File: src/rtl/serial_subtractor.sv
// Bit-serial WIDTH-bit subtractor: out = inp1 - inp2, one bit per clock, LSB first,
// with a registered borrow and a start/ready/done handshake.
module serial_subtractor #(
    parameter int WIDTH = 8
) (
    input  logic             clk,
    input  logic             rst_n,
    input  logic             start,
    input  logic [WIDTH-1:0] inp1,
    input  logic [WIDTH-1:0] inp2,
    output logic             ready,
    output logic [WIDTH-1:0] out,
    output logic             borrow,
    output logic             done
);

    localparam int CW = (WIDTH > 1) ? $clog2(WIDTH) : 1;

    typedef enum logic [1:0] {
        IDLE = 2'd0,
        RUN  = 2'd1,
        DONE = 2'd2
    } state_t;

    state_t           state_q, state_d;
    logic [WIDTH-1:0] a_q, a_d;
    logic [WIDTH-1:0] b_q, b_d;
    logic [WIDTH-1:0] res_q, res_d;
    logic [WIDTH-1:0] out_q, out_d;
    logic [CW-1:0]    cnt_q, cnt_d;
    logic             bq_q, bq_d;
    logic             borrow_q, borrow_d;

    logic a_bit, b_bit, diff_bit, bq_next;
    logic last_bit;

    // Full-subtractor cell on the current LSBs of the shifting operands.
    assign a_bit    = a_q[0];
    assign b_bit    = b_q[0];
    assign diff_bit = a_bit ^ b_bit ^ bq_q;
    assign bq_next  = (~a_bit & b_bit) | (~(a_bit ^ b_bit) & bq_q);
    assign last_bit = (cnt_q == CW'(WIDTH - 1));

    always_comb begin
        state_d  = state_q;
        a_d      = a_q;
        b_d      = b_q;
        res_d    = res_q;
        out_d    = out_q;
        cnt_d    = cnt_q;
        bq_d     = bq_q;
        borrow_d = borrow_q;

        case (state_q)
            IDLE: begin
                if (start) begin
                    a_d     = inp1;
                    b_d     = inp2;
                    bq_d    = 1'b0;
                    cnt_d   = '0;
                    state_d = RUN;
                end
            end
            RUN: begin
                a_d   = a_q >> 1;
                b_d   = b_q >> 1;
                // Entering at the MSB means bit i settles at position i after WIDTH shifts.
                res_d = {diff_bit, res_q[WIDTH-1:1]};
                bq_d  = bq_next;
                cnt_d = cnt_q + CW'(1);
                if (last_bit) begin
                    out_d    = {diff_bit, res_q[WIDTH-1:1]};
                    borrow_d = bq_next;
                    cnt_d    = '0;
                    state_d  = DONE;
                end
            end
            DONE: begin
                state_d = IDLE;
            end
            default: begin
                state_d = IDLE;
            end
        endcase
    end

    always_ff @(posedge clk or negedge rst_n) begin
        if (!rst_n) begin
            state_q  <= IDLE;
            a_q      <= '0;
            b_q      <= '0;
            res_q    <= '0;
            out_q    <= '0;
            cnt_q    <= '0;
            bq_q     <= 1'b0;
            borrow_q <= 1'b0;
        end else begin
            state_q  <= state_d;
            a_q      <= a_d;
            b_q      <= b_d;
            res_q    <= res_d;
            out_q    <= out_d;
            cnt_q    <= cnt_d;
            bq_q     <= bq_d;
            borrow_q <= borrow_d;
        end
    end

    assign ready  = (state_q == IDLE);
    assign done   = (state_q == DONE);
    assign out    = out_q;
    assign borrow = borrow_q;

endmodule

File: config.mk
export PLATFORM = sky130hd
export DESIGN_NAME = serial_subtractor
export DESIGN_NICKNAME = d
export VERILOG_FILES = /design/src/rtl/serial_subtractor.sv
export SDC_FILE = /design/constraint.sdc
export NUM_CORES = 1
export LEC_CHECK = 0
export BUFFER_PORTS_ARGS = -buffer_cell sky130_fd_sc_hd__buf_2
export CORE_UTILIZATION = 35
export DETAILED_ROUTE_END_ITERATION = 7
export GPL_TIMING_DRIVEN = 0
export PLACE_DENSITY = 0.59
export SYNTH_ARGS = -nofsm -noshare
export SYNTH_HDL_FRONTEND = slang
export SYNTH_SLANG_ARGS = --single-unit
export TNS_END_PERCENT = 30
File: constraint.sdc
create_clock -name clk -period 1.9 [get_ports clk]
set_clock_uncertainty 0.1 [all_clocks]
set_input_delay 0.19 -clock clk [delete_from_list [all_inputs] [get_ports clk]]
set_output_delay 0.19 -clock clk [all_outputs]
set_load 0.02 [all_outputs]
# Word-level counts from Yosys, hierarchy flattened
# Index checks and enable logic that the tools add are counted.
# classes
add_sub_neg	1
muxes	12
n_bitwise	7
eq_ne	5
n_reduce_logical	5
# op_table
op	count
$pmux W8 S2	2
$mux W8	2
$mux W3	2
$pmux W3 S2	1
$reduce_and A2 Y1	3
$mux W2	2
$ne A2 B2 Y1 const B	2
$pmux W2 S2	1
$add A3 B1 Y3 const B	1
$eq A3 B3 Y1 const B	1
$and A1 B1 Y1	2
$eq A2 B1 Y1 const B	1
$eq A2 B2 Y1 const B	1
$logic_not A2 Y1	1
$not A1 Y1	2
$pmux W1 S2	1
$reduce_bool A2 Y1	1
$xor A1 B1 Y1	2
$mux W1	1
$or A1 B1 Y1	1
# totals
in_bits	19
word_cells	38
ff_bits	39
output_inout_bits	11

# Longest topological paths before layout
# Gate-level depths: netlist of the first run.
# depth
ltp_word	5
mapped_depth	5
ltp_nobuf	4

# Worst setup path before layout of the first run
# OpenSTA, ideal clock, no wires.
# synth_timing
path_kind	reg-to-reg
start	register cnt_q[0]
end	register out_q[0] (netlist: out[0])
arrival_time_ns	1.321
required_time_ns	1.675
path_buffers	1
path_stages_with_launch	6
slack_ns	0.355
cell_sequence	dfrtp_1 > ha_1 > ha_1 > nand3b_1 > buf_4 > mux2_2
# synth_via
elab_chain_len	2
# synth_rtl
item	line_no	text
start, declared	30	logic [CW-1:0] cnt_q, cnt_d;
start signal, assigned	103	cnt_q <= cnt_d;
$eq A3 B3 Y1	42	assign last_bit = (cnt_q == CW'(WIDTH - 1));
$reduce_and A2 Y1 (no line)	-	
end signal, assigned	102	out_q <= out_d;
end, declared	29	logic [WIDTH-1:0] out_q, out_d;
# Every way passes these cells.
# A chain may end at the register's enable or synchronous reset.

# Final worst setup path of the first run
# layout_timing
start	register state_q[1]
end	output port done
# layout_via
elab_chain_len	1
# layout_rtl
item	line_no	text
start, declared	25	state_t state_q, state_d;
start signal, assigned	98	state_q <= state_d;
$eq A2 B2 Y1	110	assign done = (state_q == DONE);
end, declared	14	output logic done
# Every way passes these cells.

==> results.sh, run 1 <==
export IMPL_cts_buffer_depth=2
export IMPL_synth_seq_cells=38
export IMPL_area_delta_synth_final_pct=17.9
export IMPL_fp_dieArea_um2=5370
export IMPL_synth_common_cells="38 x dfrtp_1, 15 x inv_1, 15 x mux2_2"
export IMPL_chipWidth_um=73.3
export IMPL_synth_edf_count=0
export IMPL_crit_fanout=10
export IMPL_clockRootBuffer="clkbuf_8"
export IMPL_cts_tree="yes"
export IMPL_worstReg2RegStart="cnt_q[0]$_DFFE_PN0P_"
export IMPL_synth_top_area_share_pct=53.5
export IMPL_clock_latency_ns=0.28
export IMPL_num_vias=1250
export IMPL_critPathRequiredTime_ns=1.61
export IMPL_fin_tns_setup_ns=0
export IMPL_startpoint="state_q[1]$_DFFE_PN0P_"
export IMPL_timing_final_max_slew_violations=0
export IMPL_place_hpwl_um=2430
export IMPL_synth_nets=165
export IMPL_final_util_pct=43.5
export IMPL_worstPathCellList="buf_4 -> buf_4 -> nor2b_1 -> buf_2"
export IMPL_cts_buffers=5
export IMPL_io_pins=30
export IMPL_powerDensity_nw_per_um2=1590
export IMPL_n_fill_cell=490
export IMPL_leakagePower_nw=0.961
export IMPL_async_flop_share_pct=100
export IMPL_postCtsSetupRepairBufs=0
export IMPL_syn_cell_area_um2=1780
export IMPL_cts_sinks=38
export IMPL_worstMarginPinSlew_ns=0.841
export IMPL_ys_types=27
export IMPL_wire_per_inst_um=14.0
export IMPL_fin_nets=202
export IMPL_setup_viol=0
export IMPL_grtUsageTotal_pct=14.6
export IMPL_firstDrtPassIters=4
export IMPL_grt_setup_unrepaired="no"
export IMPL_max_slew_margin_pct=44.0
export IMPL_drive_above_1_share_pct=35.6
export IMPL_critPathArrivalTime_ns=1.46
export IMPL_fmax_mhz=570
export IMPL_cp_top_family="buffers and inverters"
export IMPL_core_um2=4820
export IMPL_hold_path_class="input pin to flop"
export IMPL_syn_area_per_cell_um2=12.4
export IMPL_gp_congestion=0.734
export IMPL_syn_inst=143
export IMPL_worst_setup_path_type="flop to primary output"
export IMPL_worstSetupStartpointType="flop"
export IMPL_stdcell_count=247
export IMPL_die_y_um=73.3
export IMPL_hold_viol_final=0
export IMPL_finalCritPeriodShare_pct=92.3
export IMPL_antenna_found_initial=0
export IMPL_hold_path_startpoint="inp1[7]"
export IMPL_total_power_mw=3.33
export IMPL_synth_warnings=0
export IMPL_grt_start_max_net_pins=39
export IMPL_rows=25
export IMPL_crit_slowest_cell="dfrtp_1"
export IMPL_grt_pass1_vias=1299
export IMPL_gr_total_overflow=0
export IMPL_grt_pass1_wl_um=5870
export IMPL_yosys_area_top_type="dfrtp_1"
export IMPL_min_period_ns=1.75
export IMPL_synthFlopType="dfrtp_1"
export IMPL_numPortBuffers=29
export IMPL_worst_path_most_repeated_cell="buf_4"
export IMPL_synth_most_common_cell="dfrtp_1"
export IMPL_max_cap_viol_count=0
export IMPL_status="finished, final reports clean"
export IMPL_multi_input_area_um2=691
export IMPL_num_antenna_cells=0
export IMPL_wl_um=3450
export IMPL_irDropWorstVdd_mv=0.516
export IMPL_drcViolationCount=0
export IMPL_critical_path_max_stage_delay_ns=0.46
export IMPL_holdWs_ns=0.0568
export IMPL_dp_cells=239
export IMPL_yosysSeqAreaShare_pct=53.5
export IMPL_vias_per_cell=5.06
export IMPL_clk_transition_reported_paths_ns=0.07
export IMPL_htree_num_levels=2
export IMPL_endpoint_kind="primary output"
export IMPL_regArea_um2=951
export IMPL_antenna_left=0
export IMPL_start_util_pct=36.9
export IMPL_drt_iter0_markers=76
export IMPL_path_buf_inv=3
export IMPL_yosys_top_cells_area="dfrtp_1 54%, mux2_2 9.5%, nor4b_1 5.9%"
==> area by class of cell <==
cell class / instances / area share, %
Tap cell: 67 / 4.00
Sequential cell: 38 / 45.4
Inverter: 15 / 2.69
Clock buffer: 5 / 3.29
Multi-Input combinational cell: 78 / 33.0
Buffer: 12 / 3.76
Timing Repair Buffer: 30 / 7.41
Clock inverter: 2 / 0.478
==> cell usage in the layout, fill, tap and decap left out <==
cell type / count
dlygate4sd3_1: 1
nor4b_1: 12
a32o_1: 1
mux2i_1: 1
o22ai_1: 1
or4b_1: 2
fa_1: 1
nor3b_1: 13
a221o_1: 1
dfrtp_1: 38
o21bai_2: 1
buf_2: 32
nor2_1: 2
o21ba_2: 1
nor2b_1: 2
nand2b_1: 3
a211oi_1: 12
ha_1: 2
clkbuf_1: 3
buf_6: 2
o221a_2: 2
buf_4: 4
a21oi_1: 1
inv_1: 15
and2_1: 1
mux2_2: 15
nand3b_1: 1
clkinv_2: 2
clkbuf_8: 5
a22o_1: 3
==> repair_timing <==
item	in CTS	in global routing
gates resized for setup	0	0
endpoints found under the hold margin	38	0
hold buffers	1	0
==> report_power, final <==
group | leakage, nW | switching, mW | internal (mW)
logic | 0.468 | 0.712 | 0.691
registers | 0.449 | 0.210 | 1.20
clock network | 0.0438 | 0.271 | 0.246
==> worst register-to-register path: cells and delay by family, from the launching register on <==
kind / cells / cell delay, ns
adder cells (fa/ha/maj): 2 / 0.42
buffers and inverters: 1 / 0.19
flip-flops: 1 / 0.40
multiplexers: 1 / 0.35
AND/OR/NAND/NOR: 1 / 0.09
==> flip-flops by register name (all words and copies together), names as in the netlist <==
| signal | flops |
|---|---|
| borrow | 1 |
| b_q | 8 |
| a_q | 8 |
| out | 8 |
| state_q | 2 |
| res_q | 7 |
| bq_q | 1 |
| cnt_q | 3 |
==> per-stage QoR <==
step	cell area (um^2)	worst slack, ns
floorplan	1780	0.355
global placement	2010	0.269
detailed placement	2010	0.244
CTS	2090	0.139
global route	2090	0.0418
finish	2090	0.147
==> routing by layer <==
metal | up-vias | share of wire, % | track usage, %
met5 | - | 0 | 0
li1 | 589 | - | -
met3 | 5 | 4.0 | 3.70
met2 | 30 | 49 | 24.6
met1 | 626 | 46 | 18.0
met4 | 0 | 1.0 | 5.01
==> logic make-up after synthesis <==
kind of cell | synth area share, %
buf+inv | 7.61
mux | 10.1
simple gates | 15.5
flops | 53.5
fa+ha+maj | 2.54
compound gates | 10.8
==> final timing paths <==
check / slack, ns / cells past startpoint / to
min in group asynchronous: 0.45 / 2 / out[5]$_DFFE_PN0P_
max in group asynchronous: 0.72 / 2 / a_q[0]$_DFFE_PN0P_
setup reg to reg: 0.25 / 5 / out[7]$_DFFE_PN0P_
setup / recovery: 0.15 / 4 / done
hold / removal: 0.06 / 2 / a_q[7]$_DFFE_PN0P_
hold reg to reg: 0.40 / 1 / out[2]$_DFFE_PN0P_
Note: power is estimated with default switching activity, not from simulation.
==> run 2: changes to the inputs <==
Settings changed: PLACE_DENSITY 0.59 to not set.
==> results.sh, run 2 (synthesis gave the netlist of run 1 again) <==
export IMPL_powerDensity_nw_per_um2=1610
export IMPL_worstSetupStartpointType="flop"
export IMPL_status="finished, final reports clean"
export IMPL_layout_common_cells="38 x dfrtp_1, 32 x buf_2, 15 x inv_1, 15 x mux2_2, 13 x nor3b_1"
export IMPL_antenna_left=0
export IMPL_fin_tns_setup_ns=0
export IMPL_drt_iter0_markers=60
export IMPL_wire_per_inst_um=14.5
export IMPL_numPortBuffers=29
export IMPL_place_hpwl_um=2470
export IMPL_cts_sinks=38
export IMPL_cp_top_family="buffers and inverters"
export IMPL_critPathArrivalTime_ns=1.44
export IMPL_antenna_found_initial=0
export IMPL_min_period_ns=1.73
export IMPL_worstPathCellList="buf_4 -> buf_4 -> nor2b_1 -> buf_2"
export IMPL_area_delta_synth_final_pct=18.8
export IMPL_fin_nets=202
export IMPL_cts_buffer_depth=2
export IMPL_cts_buffers=5
export IMPL_max_slew_margin_pct=43.4
export IMPL_grt_setup_unrepaired="no"
export IMPL_firstDrtPassIters=4
export IMPL_endpoint_kind="primary output"
export IMPL_critPathRequiredTime_ns=1.61
export IMPL_worstMarginPinSlew_ns=0.848
export IMPL_chipWidth_um=73.3
export IMPL_crit_slowest_cell="dfrtp_1"
export IMPL_grt_start_max_net_pins=39
export IMPL_placed_area_um2=2010
export IMPL_grt_pass1_wl_um=6010
export IMPL_path_buf_inv=3
export IMPL_worst_setup_path_type="flop to primary output"
export IMPL_layout_commonest_cell="dfrtp_1"
export IMPL_timing_final_max_slew_violations=0
export IMPL_clk_transition_reported_paths_ns=0.08
export IMPL_core_um2=4820
export IMPL_num_vias=1255
export IMPL_cts_resized=0
export IMPL_io_pins=30
export IMPL_grtUsageTotal_pct=15.0
export IMPL_irDropWorstVdd_mv=0.624
export IMPL_clockRootBuffer="clkbuf_8"
export IMPL_gr_total_overflow=0
export IMPL_cts_tree="yes"
export IMPL_grt_pass1_vias=1327
export IMPL_gp_congestion=0.796
export IMPL_postCtsSetupRepairBufs=0
export IMPL_htree_num_levels=2
export IMPL_rows=25
export IMPL_fmax_mhz=580
export IMPL_finalCritPeriodShare_pct=90.8
export IMPL_setup_viol=0
export IMPL_crit_fanout=10
export IMPL_worst_path_most_repeated_cell="buf_4"
export IMPL_wl_um=3590
export IMPL_critical_path_max_stage_delay_ns=0.46
export IMPL_num_antenna_cells=0
export IMPL_clock_latency_ns=0.28
export IMPL_max_cap_viol_count=0
export IMPL_final_area_um2=2110
export IMPL_leakagePower_nw=0.965
export IMPL_fp_dieArea_um2=5370
export IMPL_start_util_pct=36.9
export IMPL_hold_viol_final=0
export IMPL_die_y_um=73.3
export IMPL_drive_above_1_share_pct=35.9
export IMPL_drcViolationCount=0
export IMPL_vias_per_cell=5.06
export IMPL_hold_path_class="input pin to flop"
==> run 2: changes by cell type in the layout (fill, tap and decap cells not counted) <==
cell | previous run | this run
clkinvlp_4 | 0 | 1
clkinv_2 | 2 | 1
clkbuf_8 | 5 | 6
==> run 2: final timing paths <==
| kind | start | to | slack, ns | depth (start not counted) |
|---|---|---|---|---|
| setup reg to reg | cnt_q[0]$_DFFE_PN0P_ | out[5]$_DFFE_PN0P_ | 0.26 | 5 |
| hold / removal | inp1[7] | a_q[7]$_DFFE_PN0P_ | 0.07 | 2 |
| min in group asynchronous | rst_n | out[2]$_DFFE_PN0P_ | 0.46 | 2 |
| max in group asynchronous | rst_n | bq_q$_DFFE_PN0P_ | 0.71 | 2 |
| setup / recovery | state_q[1]$_DFFE_PN0P_ | done | 0.17 | 4 |
| hold reg to reg | out[4]$_DFFE_PN0P_ | out[4]$_DFFE_PN0P_ | 0.40 | 1 |
==> run 2: routing by layer <==
metal	part of all wire, %	wire length [um]	vias to the layer above	track usage (%)
met4	0.89	32	0	5.88
met1	43	1550	633	17.8
li1	-	-	587	-
met2	51	1820	31	25.4
met5	0	0	-	0
met3	5.1	183	4	4.39
==> run 2: area by class of cell <==
class / instances / area (um^2)
sequential: 38 / 951
buffer: 12 / 78.8
clock inverter: 2 / 12.5
inverter: 15 / 56.3
timing repair buffer: 30 / 155
tap: 67 / 83.8
clock buffer: 6 / 82.6
fill: 488 / 2710
multi-input combinational: 78 / 691
==> run 2: metrics by stage <==
step           setup slack [ns]  hold slack [ns]  utilization [%]  instances  total power [mW]
3_3_place_gp              0.268            0.222             41.6        239              2.78
6_report                  0.175           0.0703             43.8        248              3.40
2_1_floorplan             0.355           -0.206                -        143              2.46
3_5_place_dp              0.242            0.256             41.6        239              2.85
5_1_grt                  0.0820           0.0729             43.8        248              3.66
4_1_cts                   0.180           0.0620             43.8        248              3.44
==> run 2: power by group <==
| part | switching [mW] | internal [mW] |
|---|---|---|
| Combinational | 0.716 | 0.689 |
| Clock | 0.290 | 0.292 |
| Sequential | 0.212 | 1.20 |
==> run 2: timing repair <==
item,4_1_cts,5_1_grt
endpoints found under the hold margin,38,0
hold buffers,1,0
setup endpoints to repair,0,0
==> run 3: changes to the inputs <==
Settings changed: CORE_UTILIZATION 35 to 55, PLACE_DENSITY set to 0.78.
==> results.sh, run 3 (synthesis gave the netlist of run 1 again) <==
export IMPL_status="finished, final reports clean"
export IMPL_ff2ff_setup_slack_ns=0.22
export IMPL_rows=20
export IMPL_drive_above_1_share_pct=35.2
export IMPL_num_antenna_cells=0
export IMPL_hold_viol_final=0
export IMPL_clock_latency_ns=0.34
export IMPL_fp_dieArea_um2=3460
export IMPL_antenna_found_initial=0
export IMPL_min_period_ns=1.76
export IMPL_max_cap_viol_count=0
export IMPL_endpoint_kind="primary output"
export IMPL_grt_setup_unrepaired="no"
export IMPL_fin_tns_setup_ns=0
export IMPL_holdWs_ns=0.0967
export IMPL_grt_pass1_vias=1239
export IMPL_io_pins=30
export IMPL_cts_buffer_depth=2
export IMPL_area_delta_synth_final_pct=15.8
export IMPL_gr_total_overflow=0
export IMPL_gp_congestion=0.811
export IMPL_cts_buffers=5
export IMPL_fmax_mhz=568
export IMPL_firstDrtPassIters=4
export IMPL_vias_per_cell=5.52
export IMPL_grtUsageTotal_pct=23.0
export IMPL_cts_tree="yes"
export IMPL_critPathArrivalTime_ns=1.47
export IMPL_hold_path_class="input pin to flop"
export IMPL_crit_fanout=10
export IMPL_crit_path_end="done"
export IMPL_powerDensity_nw_per_um2=1580
export IMPL_n_fill_cell=272
export IMPL_irDropWorstVdd_mv=0.819
export IMPL_max_slew_margin_pct=46.3
export IMPL_setup_slack_ns=0.138
export IMPL_grt_start_max_net_pins=39
export IMPL_antenna_left=0
export IMPL_clk_transition_reported_paths_ns=0.11
export IMPL_start_util_pct=58.2
export IMPL_critPathRequiredTime_ns=1.61
export IMPL_reg2reg_to="out[3]$_DFFE_PN0P_"
export IMPL_worstMarginPinSlew_ns=0.806
export IMPL_worst_setup_path_type="flop to primary output"
export IMPL_htree_num_levels=2
export IMPL_drt_iter0_markers=61
export IMPL_wl_um=3400
export IMPL_chipWidth_um=58.8
export IMPL_core_um2=3050
export IMPL_startpoint="state_q[1]$_DFFE_PN0P_"
export IMPL_worstSetupStartpointType="flop"
export IMPL_leakagePower_nw=0.957
export IMPL_timing_final_max_slew_violations=0
export IMPL_cts_resized=0
export IMPL_wire_per_inst_um=15.0
export IMPL_clockRootBuffer="clkbuf_4"
export IMPL_layout_common_cells="38 x dfrtp_1, 32 x buf_2, 15 x inv_1, 15 x mux2_2, 13 x nor3b_1"
export IMPL_reg2reg_depth=5
export IMPL_drcViolationCount=0
export IMPL_postCtsSetupRepairBufs=0
export IMPL_worstReg2RegStart="cnt_q[0]$_DFFE_PN0P_"
export IMPL_numPortBuffers=29
export IMPL_die_y_um=58.8
export IMPL_place_hpwl_um=2390
export IMPL_cts_sinks=38
export IMPL_grt_pass1_wl_um=5720
export IMPL_layout_commonest_cell="dfrtp_1"
export IMPL_setup_viol=0
export IMPL_num_vias=1248
export IMPL_fin_nets=203
export IMPL_finalCritPeriodShare_pct=92.7
export IMPL_place_ws_ns=0.239
run 3: cell types whose count changed in the layout (fill, tap and decap cells not counted):
cell           previous run  this run
clkbuf_1                  3         4
clkbuf_4                  0         5
clkbuf_8                  6         1
clkinvlp_4                1         0
dlygate4sd3_1             1         2
run 3: layout make-up:
class                           instances  area [um^2]  area share [%]
Sequential cell                        38          951            46.2
Multi-Input combinational cell         78          691            33.6
Timing Repair Buffer                   31          165            8.03
Buffer                                 12         78.8            3.83
Inverter                               15         56.3            2.74
Clock buffer                            7         55.1            2.68
Tap cell                               44         55.1            2.68
Clock inverter                          1         5.00           0.243
run 3: metrics by stage:
| step | utilization [%] | area, um^2 | cells | power (mW) |
|---|---|---|---|---|
| floorplan | - | 1780 | 143 | 2.46 |
| global placement | 64.8 | 1980 | 216 | 2.76 |
| detailed placement | 64.8 | 1980 | 216 | 2.86 |
| CTS | 67.4 | 2060 | 226 | 3.29 |
| global route | 67.4 | 2060 | 226 | 3.51 |
| finish | 67.4 | 2060 | 226 | 3.25 |
run 3: critical path, stage by stage (launching register included):
cell	delay (ns)
dfrtp_1	0.45
buf_4	0.21
buf_4	0.18
nor2b_1	0.13
buf_2	0.17
run 3: per-layer routing:
| metal | global-route usage, % | share of wire (%) | wire, um | up-vias |
|---|---|---|---|---|
| met5 | 0 | 0 | 0 | - |
| met4 | 7.14 | 1.4 | 46 | 0 |
| met3 | 5.93 | 4.0 | 136 | 5 |
| met2 | 37.2 | 49 | 1680 | 28 |
| met1 | 30.6 | 45 | 1530 | 622 |
| li1 | - | - | - | 593 |
run 3: worst min-delay path by stage:
stage             from                 end  slack, ns  cells after the start
2_1_floorplan    rst_n  a_q[0]$_DFFE_PN0P_      -0.21                      0
4_1_cts        inp2[7]  b_q[7]$_DFFE_PN0P_       0.09                      3
6_report       inp2[7]  b_q[7]$_DFFE_PN0P_        0.1                      3
3_3_place_gp     rst_n  out[6]$_DFFE_PN0P_       0.22                      1
3_5_place_dp     rst_n  out[5]$_DFFE_PN0P_       0.23                      1
5_1_grt        inp2[7]  b_q[7]$_DFFE_PN0P_        0.1                      3
run 3: repair_timing:
action                                  in CTS  in global routing
hold buffers                                 2                  0
endpoints found under the setup margin       0                  0
endpoints found under the hold margin       39                  0
run 3: report_power, final:
part,internal (mW),leakage [nW],switching [mW]
clock network,0.179,0.0353,0.248
logic,0.693,0.473,0.716
registers,1.20,0.449,0.218
total,2.07,0.957,1.18
